===== src/rtl/class_scan_ctrl.sv =====
// Scans NUM_CLASSES scores from an external bank, reports the arg-max index and score.
// Latency: Done pulses NUM_CLASSES+1 cycles after the accepted Start edge; restartable every NUM_CLASSES+2 cycles.
// No backpressure: Start while Busy is dropped; Abort cancels the scan in flight without updating results.
module class_scan_ctrl #(
  parameter int NUM_CLASSES = 10,
  parameter int SCORE_W     = 26
) (
  input  logic               clk,
  input  logic               GlobalReset,
  input  logic               Start,
  input  logic               Abort,
  output logic               ScoreRdEn,
  output logic [3:0]         ScoreAddr,
  input  logic [SCORE_W-1:0] ScoreData,
  output logic               Busy,
  output logic               Done,
  output logic [3:0]         ClassOut,
  output logic [SCORE_W-1:0] MaxScore
);

  localparam logic [3:0] LAST_ADDR = 4'(NUM_CLASSES - 1);

  typedef enum logic [1:0] {IDLE, FETCH, DRAIN} state_t;

  state_t               state;
  // cap_vld/cap_idx track the read issued last cycle, whose data is on ScoreData now
  logic                 cap_vld;
  logic [3:0]           cap_idx;
  logic [SCORE_W-1:0]   run_max;
  logic [3:0]           run_idx;
  logic                 take;
  logic [SCORE_W-1:0]   nxt_max;
  logic [3:0]           nxt_idx;

  // Running-max update: index 0 seeds unconditionally, later scores need strictly greater
  always_comb begin
    take    = cap_vld && ((cap_idx == 4'd0) || (ScoreData > run_max));
    nxt_max = take ? ScoreData : run_max;
    nxt_idx = take ? cap_idx   : run_idx;
  end

  // Scan sequencer: issues reads, folds returned scores, publishes the winner
  always_ff @(posedge clk or negedge GlobalReset) begin
    if (!GlobalReset) begin
      state     <= IDLE;
      Busy      <= 1'b0;
      Done      <= 1'b0;
      ScoreRdEn <= 1'b0;
      ScoreAddr <= 4'd0;
      ClassOut  <= 4'd0;
      MaxScore  <= '0;
      run_max   <= '0;
      run_idx   <= 4'd0;
      cap_vld   <= 1'b0;
      cap_idx   <= 4'd0;
    end else begin
      Done    <= 1'b0;
      cap_vld <= 1'b0;
      cap_idx <= ScoreAddr;
      case (state)
        IDLE: begin
          // Abort has priority over a simultaneous Start
          if (Start && !Abort) begin
            state     <= FETCH;
            Busy      <= 1'b1;
            ScoreRdEn <= 1'b1;
            ScoreAddr <= 4'd0;
          end
        end
        FETCH: begin
          if (Abort) begin
            state     <= IDLE;
            Busy      <= 1'b0;
            ScoreRdEn <= 1'b0;
            ScoreAddr <= 4'd0;
          end else begin
            cap_vld <= 1'b1;
            run_max <= nxt_max;
            run_idx <= nxt_idx;
            if (ScoreAddr == LAST_ADDR) begin
              state     <= DRAIN;
              ScoreRdEn <= 1'b0;
              ScoreAddr <= 4'd0;
            end else begin
              ScoreAddr <= ScoreAddr + 4'd1;
            end
          end
        end
        DRAIN: begin
          // The last score arrives this cycle; fold it straight into the published result
          if (Abort) begin
            state     <= IDLE;
            Busy      <= 1'b0;
            ScoreRdEn <= 1'b0;
            ScoreAddr <= 4'd0;
          end else begin
            run_max  <= nxt_max;
            run_idx  <= nxt_idx;
            ClassOut <= nxt_idx;
            MaxScore <= nxt_max;
            Done     <= 1'b1;
            Busy     <= 1'b0;
            state    <= IDLE;
          end
        end
        default: begin
          state     <= IDLE;
          Busy      <= 1'b0;
          ScoreRdEn <= 1'b0;
          ScoreAddr <= 4'd0;
        end
      endcase
    end
  end

endmodule


===== config.mk =====
export PLATFORM = sky130hd
export DESIGN_NAME = class_scan_ctrl
export DESIGN_NICKNAME = d
export VERILOG_FILES = /design/src/rtl/class_scan_ctrl.sv
export SDC_FILE = /design/constraint.sdc
export NUM_CORES = 1
export LEC_CHECK = 0
export BUFFER_PORTS_ARGS = -buffer_cell sky130_fd_sc_hd__clkbuf_2
export CORE_ASPECT_RATIO = 0.9
export CORE_MARGIN = 2
export CORE_UTILIZATION = 55
export DETAILED_ROUTE_END_ITERATION = 12
export MAX_ROUTING_LAYER = met4
export PLACE_DENSITY = 0.8
export RECOVER_POWER = 50
export SYNTH_ARGS = -nofsm -noshare
export SYNTH_HDL_FRONTEND = slang
export SYNTH_SLANG_ARGS = --single-unit

===== constraint.sdc =====
create_clock -name clk -period 2.9 [get_ports clk]
set_clock_uncertainty 0.05 [all_clocks]
set_input_delay 0.435 -clock clk [delete_from_list [all_inputs] [get_ports clk]]
set_output_delay 0.435 -clock clk [all_outputs]
set_load 0.005 [all_outputs]

=== After elaboration in Yosys (flattened, before gate mapping) ===
Cells that the tools add are included.

* Register bits after elaboration: 74
* Bits in latches: 0
* Bits in writable memories: 0
* Bits in read-only memories: 0
* Bits of input ports: 30
* Output and inout bits: 37
* Memories kept: 0

* Add/subtract/negate cells: 1
* Multipliers: 0
* Div/mod/pow operators: 0
* Magnitude comparators: 1
* Eq/ne operators: 7
* Shifts and indexed selects: 0
* Muxes and demuxes: 20
* Bitwise logic cells: 1
* Reduce and logical (&&, ||, !) cells: 13

{| class="wikitable"
|+ Operator list
! cell !! number
|-
| > comparator 26 bit || 1
|-
| 2-to-1 mux 26 bit || 1
|-
| 2-to-1 mux 4 bit || 5
|-
| one-hot mux 4 bit (3 select lines) || 1
|-
| AND reduction 2 bit || 5
|-
| 2-to-1 mux 1 bit || 7
|-
| 2-to-1 mux 2 bit || 3
|-
| inequality test 2 bit (second input constant) || 3
|-
| adder 4 x 1 -> 4 bit (second input constant) || 1
|-
| == test 4 bit (second input constant) || 1
|-
| logical NOT 4 bit || 1
|-
| one-hot mux 2 bit (2 select lines) || 1
|-
| inequality test 3 bit (second input constant) || 1
|-
| one-hot mux 1 bit (3 select lines) || 1
|-
| AND reduction 3 bit || 1
|-
| == test 2 x 1 -> 1 bit (second input constant) || 1
|-
| == test 2 bit (second input constant) || 1
|-
| logical AND 1 bit || 2
|-
| logical NOT 2 bit || 1
|-
| one-hot mux 1 bit (2 select lines) || 1
|-
| OR reduction 2 bit || 1
|-
| logical NOT 1 bit || 1
|-
| logical OR 1 bit || 1
|-
| NOT 1 bit || 1
|}

=== Logic depth before layout (Yosys ltp) ===
* Depth after elaboration: 4
* Gate-level depth with buffers: 10

=== Worst setup path after synthesis ===
Ideal clock, no wire load.

* Path type: input to register
* From: in ScoreData[25]
* To: reg run_max[10]
* Arrival: 2.310 ns
* Required time: 2.723 ns
* Setup slack: 0.412 ns
* Stages on the path: 9
* Cells stage by stage: ha_1 nand4_1 nor4_2 o311ai_1 nand4_1 a21oi_4 nor2_4 buf_6 mux2_1

* Longest elaborated chain between the ends: 4

{| class="wikitable"
|+ Ends and longest elaborated chain
! item !! line !! text
|-
| start, declared || 14 || <nowiki>input logic [SCORE_W-1:0] ScoreData,</nowiki>
|-
| > comparator 26 bit || 37 || <nowiki>take = cap_vld && ((cap_idx == 4'd0) || (ScoreData > run_max));</nowiki>
|-
| logical OR 1 bit || 37 ||
|-
| logical AND 1 bit || 37 ||
|-
| 2-to-1 mux 26 bit || 38 || <nowiki>nxt_max = take ? ScoreData : run_max;</nowiki>
|-
| end signal, assigned || 78 || <nowiki>run_max <= nxt_max;</nowiki>
|-
| end signal, assigned || 97 || <nowiki>run_max <= nxt_max;</nowiki>
|-
| end, declared || 29 || <nowiki>logic [SCORE_W-1:0] run_max;</nowiki>
|}

No other way between the ends.
A chain may end at the register's enable or synchronous reset.

=== Worst setup path in the final report ===
* From: reg run_max[4]
* To: reg MaxScore[24]

* Longest elaborated chain between the ends: 4

{| class="wikitable"
|+ Ends and longest elaborated chain
! item !! line !! text
|-
| > comparator 26 bit || 37 ||
|-
| logical OR 1 bit || 37 ||
|-
| logical AND 1 bit || 37 ||
|-
| 2-to-1 mux 26 bit || 38 ||
|-
| end signal, assigned || 100 || <nowiki>MaxScore <= nxt_max;</nowiki>
|-
| end, declared || 18 || <nowiki>output logic [SCORE_W-1:0] MaxScore</nowiki>
|}

No other way between the ends.

==> summary.md <==
| Metric | Value |
|---|---|
| Area taken by flip-flops and latches | `roughly 1900 sq um` |
| Drc violations | `0` |
| N_diodes | `0` |
| PwrDens | `approximately 990 nW/um^2` |
| Switch Pwr | `0.00152 W` |
| Routed WL per cell | `around 15 microns` |
| CP dominant cell by count | `a21oi_1` |
| Met1 usage | `0.273` |
| Commonest non-fill, non-tap cells in the layout | `74 x dfrtp_1, 65 x clkbuf_2, 39 x a21oi_1` |
| Via count normalized by instance count | `roughly 5.4` |
| R2r setup slk | `approximately 0.18 ns` |
| DPL Wire Length | `5510 microns` |
| Row cnt | `28` |
| Leading cell type in the layout, fill and taps excluded | `dfrtp_1` |
| Async set or reset register ratio after synthesis | `1.00` |
| Layout cells sized above 1 | `0.225` |
| Slowest CP cell | `dfrtp_1` |
| Slew @ Worst Pin | `roughly 1.9 ns` |
| Mapped Avg Cell Area | `between 10 and 15 sq um` |
| Reg2reg path depth | `10` |
| Crit. End Element | `flop` |
| Routed wire length | `about 7600 microns` |
| CTS tree | `yes` |
| Violated checks | `capacitance limit, slew limit` |
| Clk pwr share | `0.246` |
| Synth warnings | `0` |
| Hold depth | `2` |
| I/O pin count | `between 60 and 70` |
| First-pass GRT wire length | `about 13000 microns` |
| GRT Residual Overflow | `0` |
| Global Route Usage Sum | `0.220` |
| Synth Flop Type | `dfrtp_1` |
| Layout area overhead | `19.2%` |
| R2r endpoint | `MaxScore[24]$_DFFE_PN0P_` |
| Worst-Skew Late Latency | `0.34 ns` |
| Initial DRC Count | `approximately 150` |
| Port bufs | `66` |
| Core area | `~6600 sq um` |
| Largest net degree at the start of global routing | `between 70 and 80` |
| Sequential share of the synthesized area | `0.487` |
| Final std cells w/o fill | `between 500 and 600` |
| Mapped Cells | `~360` |
| Vias | `~2800` |
| Setup TNS | `0 ns` |
| VDD IR-drop max | `between 500 and 600 uV` |
| CTS buffer count | `9` |
| Critical-path maximum fanout | `10` |
| Arr. time, crit path | `2.86 ns` |
| Vias in the first global route | `approximately 2700` |
| Max Freq | `around 0.37 GHz` |
| Router iterations before antenna repair | `4` |
| Leak Pwr | `around 2.4 nW` |
| Critical Path RT | `3.05 ns` |
| Relative slew slack | `-0.239` |
| H-tree depth | `3` |
| Multi-input gate area | `1760 sq um` |
| CTS Root Cell | `clkbuf_8` |
| DIE AREA | `between 7000 and 8000 sq um` |
| GPL Wtd Cong | `~0.84` |
| Hold Startpoint | `Abort` |
| Synthesized net count | `approximately 420` |
| Switch share | `0.339` |
| Grt peak-use layer | `met2` |
| Cells along the critical path | `inv_1, ha_1, a21oi_1, a21boi_0, o311ai_1, nand4_1, a21oi_4, buf_4, mux2i_1, a21oi_1` |
| Worst hold path class | `in2reg` |
| Die height | `between 80 and 90 microns` |
| Max_cap viols | `1` |
| Setup ws final | `between 0.15 and 0.2 ns` |
| Max-slew violation count | `75` |
| Gate power share | `0.374` |
| Fin crit share | `0.937` |
| RSZ-0062 raised after global routing | `no` |
| Maximum buffer depth of the clock tree | `2` |
| CTS sink count | `74` |
| Synth Cell Area | `around 3800 sq um` |
| Status | `complete, but fails checks` |
| Placed Cells | `between 500 and 600` |
| Slowest stage delay, CP | `around 0.37 ns` |
| Antenna viol nets, final | `0` |
| Final Util | `0.684` |
| Sequential Power Share | `0.380` |
| Crit path buf inv count | `2` |
| FF-to-FF Start | `run_max[4]$_DFFE_PN0P_` |
| Hold endpoint | `Busy$_DFFE_PN0P_` |
| # hold bufs at CTS | `0` |
| Netlist cell types | `38` |
| Final setup viols | `0` |
| Fillers | `527` |
| Grt met3 use | `0.0572` |
| Yosys reg bits | `74` |
| Clk pin slew, worst setup/hold paths | `roughly 0.080 ns` |
| Post-synth EDFFs | `0` |
| Final Hold Fails | `0` |
| Worst Setup Start Kind | `flop` |
| CP delay by family, top | `compound AO/OA/AOI/OAI gates` |
| Final nets | `488` |
| Initial antenna violation count | `0` |
| Class of the most critical setup path | `reg2reg` |
| Tmin final | `roughly 2.7 ns` |
| Power Internal | `around 0.003 W` |
| Chip width | `around 92 microns` |
| Met2 Usage GRT | `0.362` |
| Starting density of the core | `0.574` |
| Pre-CTS WS | `roughly 0.029 ns` |
worst max-delay path by stage:
| stage | from | end | slack [ns] | cells after the start |
|---|---|---|---|---|
| after floorplan | ScoreData[25] | run_max[10]$_DFFE_PN0P_ | 0.41 | 9 |
| after global placement | ScoreData[7] | MaxScore[19]$_DFFE_PN0P_ | 0.14 | 10 |
| after detailed placement | ScoreData[25] | run_max[18]$_DFFE_PN0P_ | 0.03 | 10 |
| after CTS | run_max[25]$_DFFE_PN0P_ | run_max[18]$_DFFE_PN0P_ | 0.14 | 10 |
| after global routing | run_max[4]$_DFFE_PN0P_ | MaxScore[24]$_DFFE_PN0P_ | 0.0008 | 10 |
| final | run_max[4]$_DFFE_PN0P_ | MaxScore[24]$_DFFE_PN0P_ | 0.18 | 10 |
logic make-up after synthesis:
| kind of cell | count (synthesis) | share of synthesized area |
|---|---|---|
| muxes | 51 | 0.143 |
| and+or+nand+nor | 84 | 0.103 |
| buffers and inverters | 46 | 0.0524 |
| DFF | 74 | 0.487 |
| AOI/OAI and AO/OA | 71 | 0.113 |
| adders and majority gates | 31 | 0.102 |
cell type report:
type,count,area share
sequential,74,0.409
tap,90,0.0249
timing repair buffer,72,0.0881
inverter,33,0.0273
clock inverter,4,0.0265
multi-input combinational,237,0.388
clock buffer,12,0.0365
power by group through the flow:
| stage | Sequential (W) | Combinational (W) | Clock, W |
|---|---|---|---|
| 2_1_floorplan | 0.00169 | 0.00113 | 0 |
| 5_1_grt | 0.00176 | 0.00192 | 0.00117 |
| 4_1_cts | 0.00171 | 0.00169 | 0.00113 |
| 3_5_place_dp | 0.00173 | 0.00167 | 0 |
| 3_3_place_gp | 0.00170 | 0.00160 | 0 |
| 6_report | 0.00171 | 0.00168 | 0.00111 |
sequential cells by signal, indices dropped and copies added, names as in the netlist:
| register | flops |
|---|---|
| Busy | 1 |
| ClassOut | 4 |
| Done | 1 |
| MaxScore | 26 |
| ScoreAddr | 4 |
| ScoreRdEn | 1 |
| cap_idx | 4 |
| cap_vld | 1 |
| run_idx | 4 |
| run_max | 26 |
| state | 2 |
metrics by stage:
step / cell area, sq um / power [W] / hold WS (ns)
after floorplan: 3800 / 0.00282 / 0.0894
after global placement: 4240 / 0.00330 / 0.397
after detailed placement: 4240 / 0.00340 / 0.406
after CTS: 4530 / 0.00453 / 0.208
after global routing: 4530 / 0.00485 / 0.294
final: 4530 / 0.00449 / 0.293
synthesized netlist by cell type, types with 4 or more instances:
master     instances  area share
a22o_1             4      0.0092
nand2b_1           4      0.0066
nand3_1            7      0.0092
mux2_2             5       0.015
inv_1             32       0.032
clkbuf_1           7      0.0069
ha_1              31        0.10
o21ai_0           12       0.016
nand2_1           21       0.021
mux2i_1           26       0.068
mux2_1            20       0.059
nor2_1            34       0.034
nand4_1            7       0.012
dfrtp_1           74        0.49
a2bb2oi_1          4      0.0092
a21oi_1           39       0.051
routing by layer:
metal / wire length (microns) / vias to the layer above
li1: - / 1388
met1: 3400 / 1337
met2: 3810 / 64
met3: 343 / 6
met4: 65 / 0
met5: 0 / -
timing repair:
action                     in CTS  in global routing
setup endpoints to repair       0                 26
resized for setup               0                  1
setup buffers                   0                  0
Power figures use the tool's default switching activity.
